--- config.mk ---
export PLATFORM = sky130hd
export DESIGN_NAME = v810_io_target_flat
export DESIGN_NICKNAME = d
export VERILOG_FILES = /design/src/rtl/v810_bus_pkg.sv /design/src/rtl/v810_io_target_if.sv /design/src/rtl/v810_io_regs.sv /design/src/rtl/v810_io_target.sv /design/src/flat_wrapper.sv
export SDC_FILE = /design/constraint.sdc
export NUM_CORES = 1
export LEC_CHECK = 0
export BUFFER_PORTS_ARGS = -buffer_cell sky130_fd_sc_hd__buf_2
export CAP_MARGIN = 20
export CORE_MARGIN = 1
export CORE_UTILIZATION = 24
export DETAILED_ROUTE_END_ITERATION = 10
export PLACE_DENSITY_LB_ADDON = 0.12
export SLEW_MARGIN = 0
export SYNTH_ARGS = -nofsm -noshare
export SYNTH_HDL_FRONTEND = slang
export SYNTH_HIERARCHICAL = 1
export SYNTH_SLANG_ARGS = --single-unit
--- constraint.sdc ---
create_clock -name CLK -period 2.07 [get_ports CLK]
set_clock_uncertainty 0.05 [all_clocks]
set_input_delay 0.1035 -clock CLK [delete_from_list [all_inputs] [get_ports CLK]]
set_output_delay 0.1035 -clock CLK [all_outputs]
set_load 0.01 [all_outputs]
--- src/rtl/v810_bus_pkg.sv ---
// Shared definitions for the V810 external-bus I/O target: bus status codes,
// target FSM states and fixed register indices.
package v810_bus_pkg;

    localparam logic [1:0] ST_IO = 2'b10;

    localparam int         NUM_SCRATCH = 6;
    localparam logic [2:0] REG_TICK    = 3'd6;
    localparam logic [2:0] REG_ID      = 3'd7;

    typedef enum logic [1:0] {
        IDLE  = 2'd0,
        WAIT  = 2'd1,
        READY = 2'd2
    } io_state_t;

    function automatic logic io_window_hit(input logic [31:0] addr, input logic [31:0] base);
        return addr[31:8] == base[31:8];
    endfunction

endpackage

--- src/rtl/v810_io_target_if.sv ---
// V810 external-bus signals seen by an I/O-space target; the CPU side drives
// address/control, the target answers with data and termination.
interface v810_io_target_if;
    logic [31:0] A;
    logic [31:0] D_I;
    logic [31:0] D_O;
    logic [3:0]  BEn;
    logic [1:0]  ST;
    logic        DAn;
    logic        MRQn;
    logic        RW;
    logic        BCYSTn;
    logic        READYn;
    logic        SZRQn;
    logic        SEL;

    modport master (
        output A, D_I, BEn, ST, DAn, MRQn, RW, BCYSTn,
        input  D_O, READYn, SZRQn, SEL
    );

    modport slave (
        input  A, D_I, BEn, ST, DAn, MRQn, RW, BCYSTn,
        output D_O, READYn, SZRQn, SEL
    );
endinterface

--- src/rtl/v810_io_regs.sv ---
// Eight 16-bit I/O registers: six byte-writable scratch words, a free-running
// CE tick counter and a constant ID word.
module v810_io_regs
    import v810_bus_pkg::*;
#(
    parameter logic [15:0] ID = 16'h0810
) (
    input  logic        CLK,
    input  logic        RESn,
    input  logic        CE,
    input  logic        wr_en,
    input  logic [2:0]  idx,
    input  logic [1:0]  ben,
    input  logic [15:0] wdata,
    output logic [15:0] rdata
);

    logic [15:0] scratch_q [NUM_SCRATCH];
    logic [15:0] scratch_d [NUM_SCRATCH];
    logic [15:0] tick_q;
    logic [15:0] tick_d;

    // ben is active-high per byte lane; indices 6 and 7 match no scratch slot,
    // so writes there fall away silently.
    always_comb begin
        tick_d = tick_q;
        for (int i = 0; i < NUM_SCRATCH; i++) begin
            scratch_d[i] = scratch_q[i];
        end
        if (CE) begin
            tick_d = tick_q + 16'd1;
            for (int i = 0; i < NUM_SCRATCH; i++) begin
                if (wr_en && idx == 3'(i)) begin
                    if (ben[0]) scratch_d[i][7:0]  = wdata[7:0];
                    if (ben[1]) scratch_d[i][15:8] = wdata[15:8];
                end
            end
        end
    end

    always_ff @(posedge CLK or negedge RESn) begin
        if (!RESn) begin
            tick_q <= '0;
            for (int i = 0; i < NUM_SCRATCH; i++) begin
                scratch_q[i] <= '0;
            end
        end else begin
            tick_q <= tick_d;
            for (int i = 0; i < NUM_SCRATCH; i++) begin
                scratch_q[i] <= scratch_d[i];
            end
        end
    end

    always_comb begin
        rdata = '0;
        case (idx)
            REG_TICK: rdata = tick_q;
            REG_ID:   rdata = ID;
            default: begin
                for (int i = 0; i < NUM_SCRATCH; i++) begin
                    if (idx == 3'(i)) rdata = scratch_q[i];
                end
            end
        endcase
    end

endmodule

--- src/rtl/v810_io_target.sv ---
// V810 I/O-space bus target: decodes a 256-byte I/O window, counts wait states,
// terminates with READYn and serves the v810_io_regs bank at 16-bit width.
module v810_io_target
    import v810_bus_pkg::*;
#(
    parameter logic [31:0] BASE        = 32'h0200_0000,
    parameter int unsigned WAIT_STATES = 1,
    parameter logic [15:0] ID          = 16'h0810
) (
    input  logic              CLK,
    input  logic              RESn,
    input  logic              CE,
    v810_io_target_if.slave   bus
);

    io_state_t   state_q, state_d;
    logic [3:0]  wcnt_q,  wcnt_d;
    logic [2:0]  idx_q,   idx_d;
    logic        rw_q,    rw_d;
    logic [1:0]  ben_q,   ben_d;
    logic [15:0] dout_q,  dout_d;

    logic        start;
    logic        wr_en;
    logic [15:0] rdata;
    logic        sel;
    logic        szrq_n;
    logic        ready_n;
    logic        unused_bus_bits;

    assign unused_bus_bits = ^{bus.D_I[31:16], bus.BEn[3:2], bus.A[7:4], bus.A[0]};

    assign start = CE && !bus.BCYSTn && bus.MRQn && (bus.ST == ST_IO)
                   && io_window_hit(bus.A, BASE);

    always_ff @(posedge CLK or negedge RESn) begin
        if (!RESn) begin
            state_q <= IDLE;
            wcnt_q  <= '0;
            idx_q   <= '0;
            rw_q    <= 1'b0;
            ben_q   <= '0;
            dout_q  <= '0;
        end else begin
            state_q <= state_d;
            wcnt_q  <= wcnt_d;
            idx_q   <= idx_d;
            rw_q    <= rw_d;
            ben_q   <= ben_d;
            dout_q  <= dout_d;
        end
    end

    // Read data is captured as the FSM enters READY so it is stable while
    // READYn is low; a write commits on the READY tick itself.
    always_comb begin
        state_d = state_q;
        wcnt_d  = wcnt_q;
        idx_d   = idx_q;
        rw_d    = rw_q;
        ben_d   = ben_q;
        dout_d  = dout_q;
        wr_en   = 1'b0;
        case (state_q)
            IDLE: begin
                if (start) begin
                    state_d = WAIT;
                    wcnt_d  = 4'(WAIT_STATES);
                    idx_d   = bus.A[3:1];
                    rw_d    = bus.RW;
                    ben_d   = ~bus.BEn[1:0];
                end
            end
            WAIT: begin
                if (CE) begin
                    if (wcnt_q != 4'd0) begin
                        wcnt_d = wcnt_q - 4'd1;
                    end else begin
                        state_d = READY;
                        if (rw_q) dout_d = rdata;
                    end
                end
            end
            READY: begin
                if (CE) begin
                    state_d = IDLE;
                    wr_en   = !rw_q && !bus.DAn;
                end
            end
            default: state_d = IDLE;
        endcase
    end

    always_comb begin
        sel     = 1'b0;
        szrq_n  = 1'b1;
        ready_n = 1'b1;
        case (state_q)
            WAIT: begin
                sel    = 1'b1;
                szrq_n = 1'b0;
            end
            READY: begin
                sel     = 1'b1;
                szrq_n  = 1'b0;
                ready_n = 1'b0;
            end
            default: ;
        endcase
    end

    v810_io_regs #(
        .ID(ID)
    ) u_regs (
        .CLK   (CLK),
        .RESn  (RESn),
        .CE    (CE),
        .wr_en (wr_en),
        .idx   (idx_q),
        .ben   (ben_q),
        .wdata (bus.D_I[15:0]),
        .rdata (rdata)
    );

    assign bus.SEL    = sel;
    assign bus.SZRQn  = szrq_n;
    assign bus.READYn = ready_n;
    assign bus.D_O    = {16'h0000, dout_q};

endmodule
--- src/flat_wrapper.sv ---
// flat-port wrapper written by rule: the top's interface ports become plain ports
module v810_io_target_flat import v810_bus_pkg::*;
#(
    parameter logic [31:0] BASE        = 32'h0200_0000,
    parameter int unsigned WAIT_STATES = 1,
    parameter logic [15:0] ID          = 16'h0810
)
  (CLK, RESn, CE, bus_A, bus_D_I, bus_BEn, bus_ST, bus_DAn, bus_MRQn, bus_RW, bus_BCYSTn, bus_D_O, bus_READYn, bus_SZRQn, bus_SEL);
  v810_io_target_if bus_i ();
  input  logic CLK;
  input  logic RESn;
  input  logic CE;
  input wire logic [$bits(bus_i.A)-1:0] bus_A;
  input wire logic [$bits(bus_i.D_I)-1:0] bus_D_I;
  input wire logic [$bits(bus_i.BEn)-1:0] bus_BEn;
  input wire logic [$bits(bus_i.ST)-1:0] bus_ST;
  input wire logic [$bits(bus_i.DAn)-1:0] bus_DAn;
  input wire logic [$bits(bus_i.MRQn)-1:0] bus_MRQn;
  input wire logic [$bits(bus_i.RW)-1:0] bus_RW;
  input wire logic [$bits(bus_i.BCYSTn)-1:0] bus_BCYSTn;
  output wire logic [$bits(bus_i.D_O)-1:0] bus_D_O;
  output wire logic [$bits(bus_i.READYn)-1:0] bus_READYn;
  output wire logic [$bits(bus_i.SZRQn)-1:0] bus_SZRQn;
  output wire logic [$bits(bus_i.SEL)-1:0] bus_SEL;
  assign bus_i.A = bus_A;
  assign bus_i.D_I = bus_D_I;
  assign bus_i.BEn = bus_BEn;
  assign bus_i.ST = bus_ST;
  assign bus_i.DAn = bus_DAn;
  assign bus_i.MRQn = bus_MRQn;
  assign bus_i.RW = bus_RW;
  assign bus_i.BCYSTn = bus_BCYSTn;
  assign bus_D_O = bus_i.D_O;
  assign bus_READYn = bus_i.READYn;
  assign bus_SZRQn = bus_i.SZRQn;
  assign bus_SEL = bus_i.SEL;
  v810_io_target #(.BASE(BASE), .WAIT_STATES(WAIT_STATES), .ID(ID)) u_core (.CLK(CLK), .RESn(RESn), .CE(CE), .bus(bus_i));
endmodule
==> results.yml <==
route:
  wl_um: 17170
  num_vias: 4553
  wire_per_inst_um: 16.38
  final_antenna_net_count: 0
  vias_per_cell: 4.344
  detailedRoute.firstPassIterationCount: 4
  drcViolationCount: 0
  drtIter0Drc: 188
power:
  power_density_mw_per_mm2: 679.9
  p_int_mw: 4.636
  total_power_mw: 6.082
  pwr-share-seq_pct: 47.8
  p_leak_nw: 4.145
  vdd_drop_max_mv: 0.4822
  clockPowerShare_pct: 46.7
  combinationalPowerShare_pct: 5.4
  swShare_pct: 23.76
  power_switching_mw: 1.445
final_layout:
  fin_nets: 741
  final_cell_mix: "dfrtp_1, mux2_2, buf_2"
  multi_input_area_mm2: 0.003263
  final_common_cell: "dfrtp_1"
  antenna_cells: 0
  drive_gt1_share_pct: 44.93
  area.sequential_mm2: 0.003506
  fillers: 2855
  fin_util_pct: 32.02
  area_delta_synth_final_pct: 30.48
hold_path:
  min_to: "u_core/ben_q[0]"
  holdPathStages: 5
  min_from: "bus_A[14]"
  holdCritPathClass: "input pin to flop"
clocking:
  tritoncts: "done"
  cts_made_buffers: 17
  clk_pin_slew_worst_paths_ns: 0.06
  clkSinkCount: 140
  clk_latency_ns: 0.42
  h-tree-depth: 4
  clockBufferDepth: 2
  cts_root_buf: "clkbuf_16"
timing:
  fmax_mhz: 492.9
  relSlewSlack_pct: 62.51
  min_period_ns: 2.029
  tightest_slew_ns: 0.5581
  post-route-period-util_pct: 98.02
  slew_violations: 0
  finalSetupViolations: 0
  hold_viol: 0
  rsz0062_at_grt: "true"
  hold_slack_ns: 0.09087
floorplan:
  row_count: 61
  die_area_mm2: 0.02924
  ioPinCount: 112
  die_w_um: 171.0
  core_mm2: 0.02793
  start_util_pct: 24.54
  dieHeight_um: 171.0
setup_path:
  r2r-start: "u_core/state_q[0]"
  cp_max_fo: 8
  reg2reg_setup_slack_ns: 0.04
  r2r-end: "u_core/u_regs/scratch_q[91]"
  cp.arrival_ns: 2.28
  cp-start-kind: "flop"
  end_kind: "flop"
  required_ns: 2.32
  r2r_cells: 9
  worstSetupPathType: "flop to flop"
global_route:
  antenna_found_initial: 0
  grtUsageMet2_pct: 20.59
  top_usage_layer: "met2"
  grt_pass1_vias: 4911
  grt_start_max_net_pins: 49
  grt_usage_pct: 12.87
  grt_util_met1_pct: 17.18
  grt_pass1_wl_um: 27830
  grt_overflow: 0
  use_met3_pct: 2.915
yosys:
  synthCells: 526
  yosysUniqueCellTypes: 51
  synth_top_area_share_pct: 51.10
  yosysWarnings: 6
  synth_top_cell_by_area: "dfrtp_1"
  ys_seq_area_share_pct: 51.10
  syn_avg_cell_area_um2: 13.03
  ys_top_cells_by_area: "dfrtp_1, mux2_2, mux4_2, mux2_4, mux2i_1"
  mappedNetlistArea_mm2: 0.006855
  ys_seq_elements: 140
job:
  cap_violations: 0
place:
  numPortBuffers: 72
  dp_hpwl_um: 11760
  place.gp.congestion: 0.7393
outcome:
  outcome: "complete, no violations"
==> synthesized netlist by cell type, drive strengths merged <==
master,count
a211oi,2
a21oi,32
a221o,2
a222oi,1
and2,1
and2b,1
and3,3
and4bb,1
buf,29
clkbuf,8
conb,1
dfrtp,140
ha,6
inv,11
mux2,119
mux2i,18
mux4,14
nand2,9
nand2b,8
nand3,8
nand3b,2
nand4,10
nor2,43
nor2b,2
nor3,8
nor3b,4
nor4,8
nor4b,3
o211ai,2
o21a,1
o21ai,3
o21bai,1
o221ai,1
o22a,2
o22ai,2
o31a,1
or2,1
or3,2
or4,1
xnor2,8
xor2,7
==> repair_timing <==
item                                    in CTS  in global routing
resized for setup                            5                 32
hold endpoints to repair                   188                  0
endpoints found under the setup margin      40                 74
buffers inserted                             2                  2
hold buffers                                23                  0
pin swaps                                    2                  3
==> through the flow <==
step / setup slack, ns / setup TNS [ns] / std cells / cell area, um2
2_1_floorplan: 0.01718 / 0 / 541 / 6928
3_3_place_gp: -0.07543 / -0.6613 / 990 / 7984
3_5_place_dp: -0.02825 / -0.5038 / 991 / 7991
4_1_cts: 0.01658 / 0 / 1046 / 8792
5_1_grt: -0.07514 / -0.6186 / 1048 / 8945
6_report: 0.04109 / 0 / 1048 / 8945
==> cells by family (layout without fill, tap and decap cells) <==
kind of cell | Yosys count | count (layout) | share of synthesized area, %
other | 1 | 16 | 0.05470
adders and majority gates | 6 | 6 | 1.095
AOI/OAI and AO/OA | 50 | 50 | 4.563
and+or+nand+nor | 115 | 115 | 9.637
buffers and inverters | 48 | 177 | 3.979
xor gates and xnor gates | 15 | 15 | 1.916
muxes | 151 | 151 | 27.65
DFF | 140 | 140 | 51.10
==> flip-flops by register name (all words and copies together), names as in the netlist <==
signal and count:
u_core/u_regs/scratch_q 96, u_core/wcnt_q 4, u_core/state_q 2, u_core/dout_q 16
u_core/rw_q 1, u_core/idx_q 3, u_core/ben_q 2, u_core/u_regs/tick_q 16
==> power groups by stage <==
stage | logic, mW | registers (mW) | clock network (mW)
CTS | 0.339 | 2.91 | 2.94
global placement | 0.291 | 2.95 | 0
floorplan | 0.155 | 2.92 | 0
detailed placement | 0.304 | 2.95 | 0
finish | 0.331 | 2.91 | 2.84
global route | 0.378 | 2.92 | 3.07
==> worst max-delay path, stage by stage (launching register included) <==
cell     delay, ns
dfrtp_1       0.38
inv_2         0.08
ha_4          0.14
nand2_4       0.05
nor3_4        0.19
buf_4         0.15
nand3_2       0.06
or3_4         0.35
buf_12        0.16
mux2_4        0.29
==> worst max-delay path by stage <==
| stage | startpoint | endpoint | slack [ns] | cells after the start |
|---|---|---|---|---|
| CTS | u_core/state_q[0] | u_core/u_regs/scratch_q[91] | 0.02 | 9 |
| global placement | u_core/idx_q[0] | u_core/dout_q[15] | -0.08 | 4 |
| finish | u_core/state_q[0] | u_core/u_regs/scratch_q[91] | 0.04 | 9 |
| floorplan | u_core/state_q[0] | u_core/u_regs/scratch_q[64] | 0.02 | 7 |
| detailed placement | u_core/state_q[0] | u_core/u_regs/scratch_q[92] | -0.03 | 9 |
| global route | u_core/state_q[0] | u_core/u_regs/scratch_q[91] | -0.08 | 9 |
==> per-layer routing <==
metal / vias up / wire (um)
met4: 0 / 224
met3: 16 / 692
li1: 2141 / -
met2: 97 / 7894
met1: 2299 / 8358
met5: - / 0
==> cell type report <==
| class | instances | share of cell area (%) |
|---|---|---|
| multi-input combinational | 353 | 36.48 |
| clock inverter | 10 | 1.049 |
| tap | 378 | 5.287 |
| sequential | 140 | 39.19 |
| timing repair buffer | 135 | 12.49 |
| clock buffer | 21 | 5.036 |
| inverter | 11 | 0.4616 |
(Power assumes the default switching activity.)
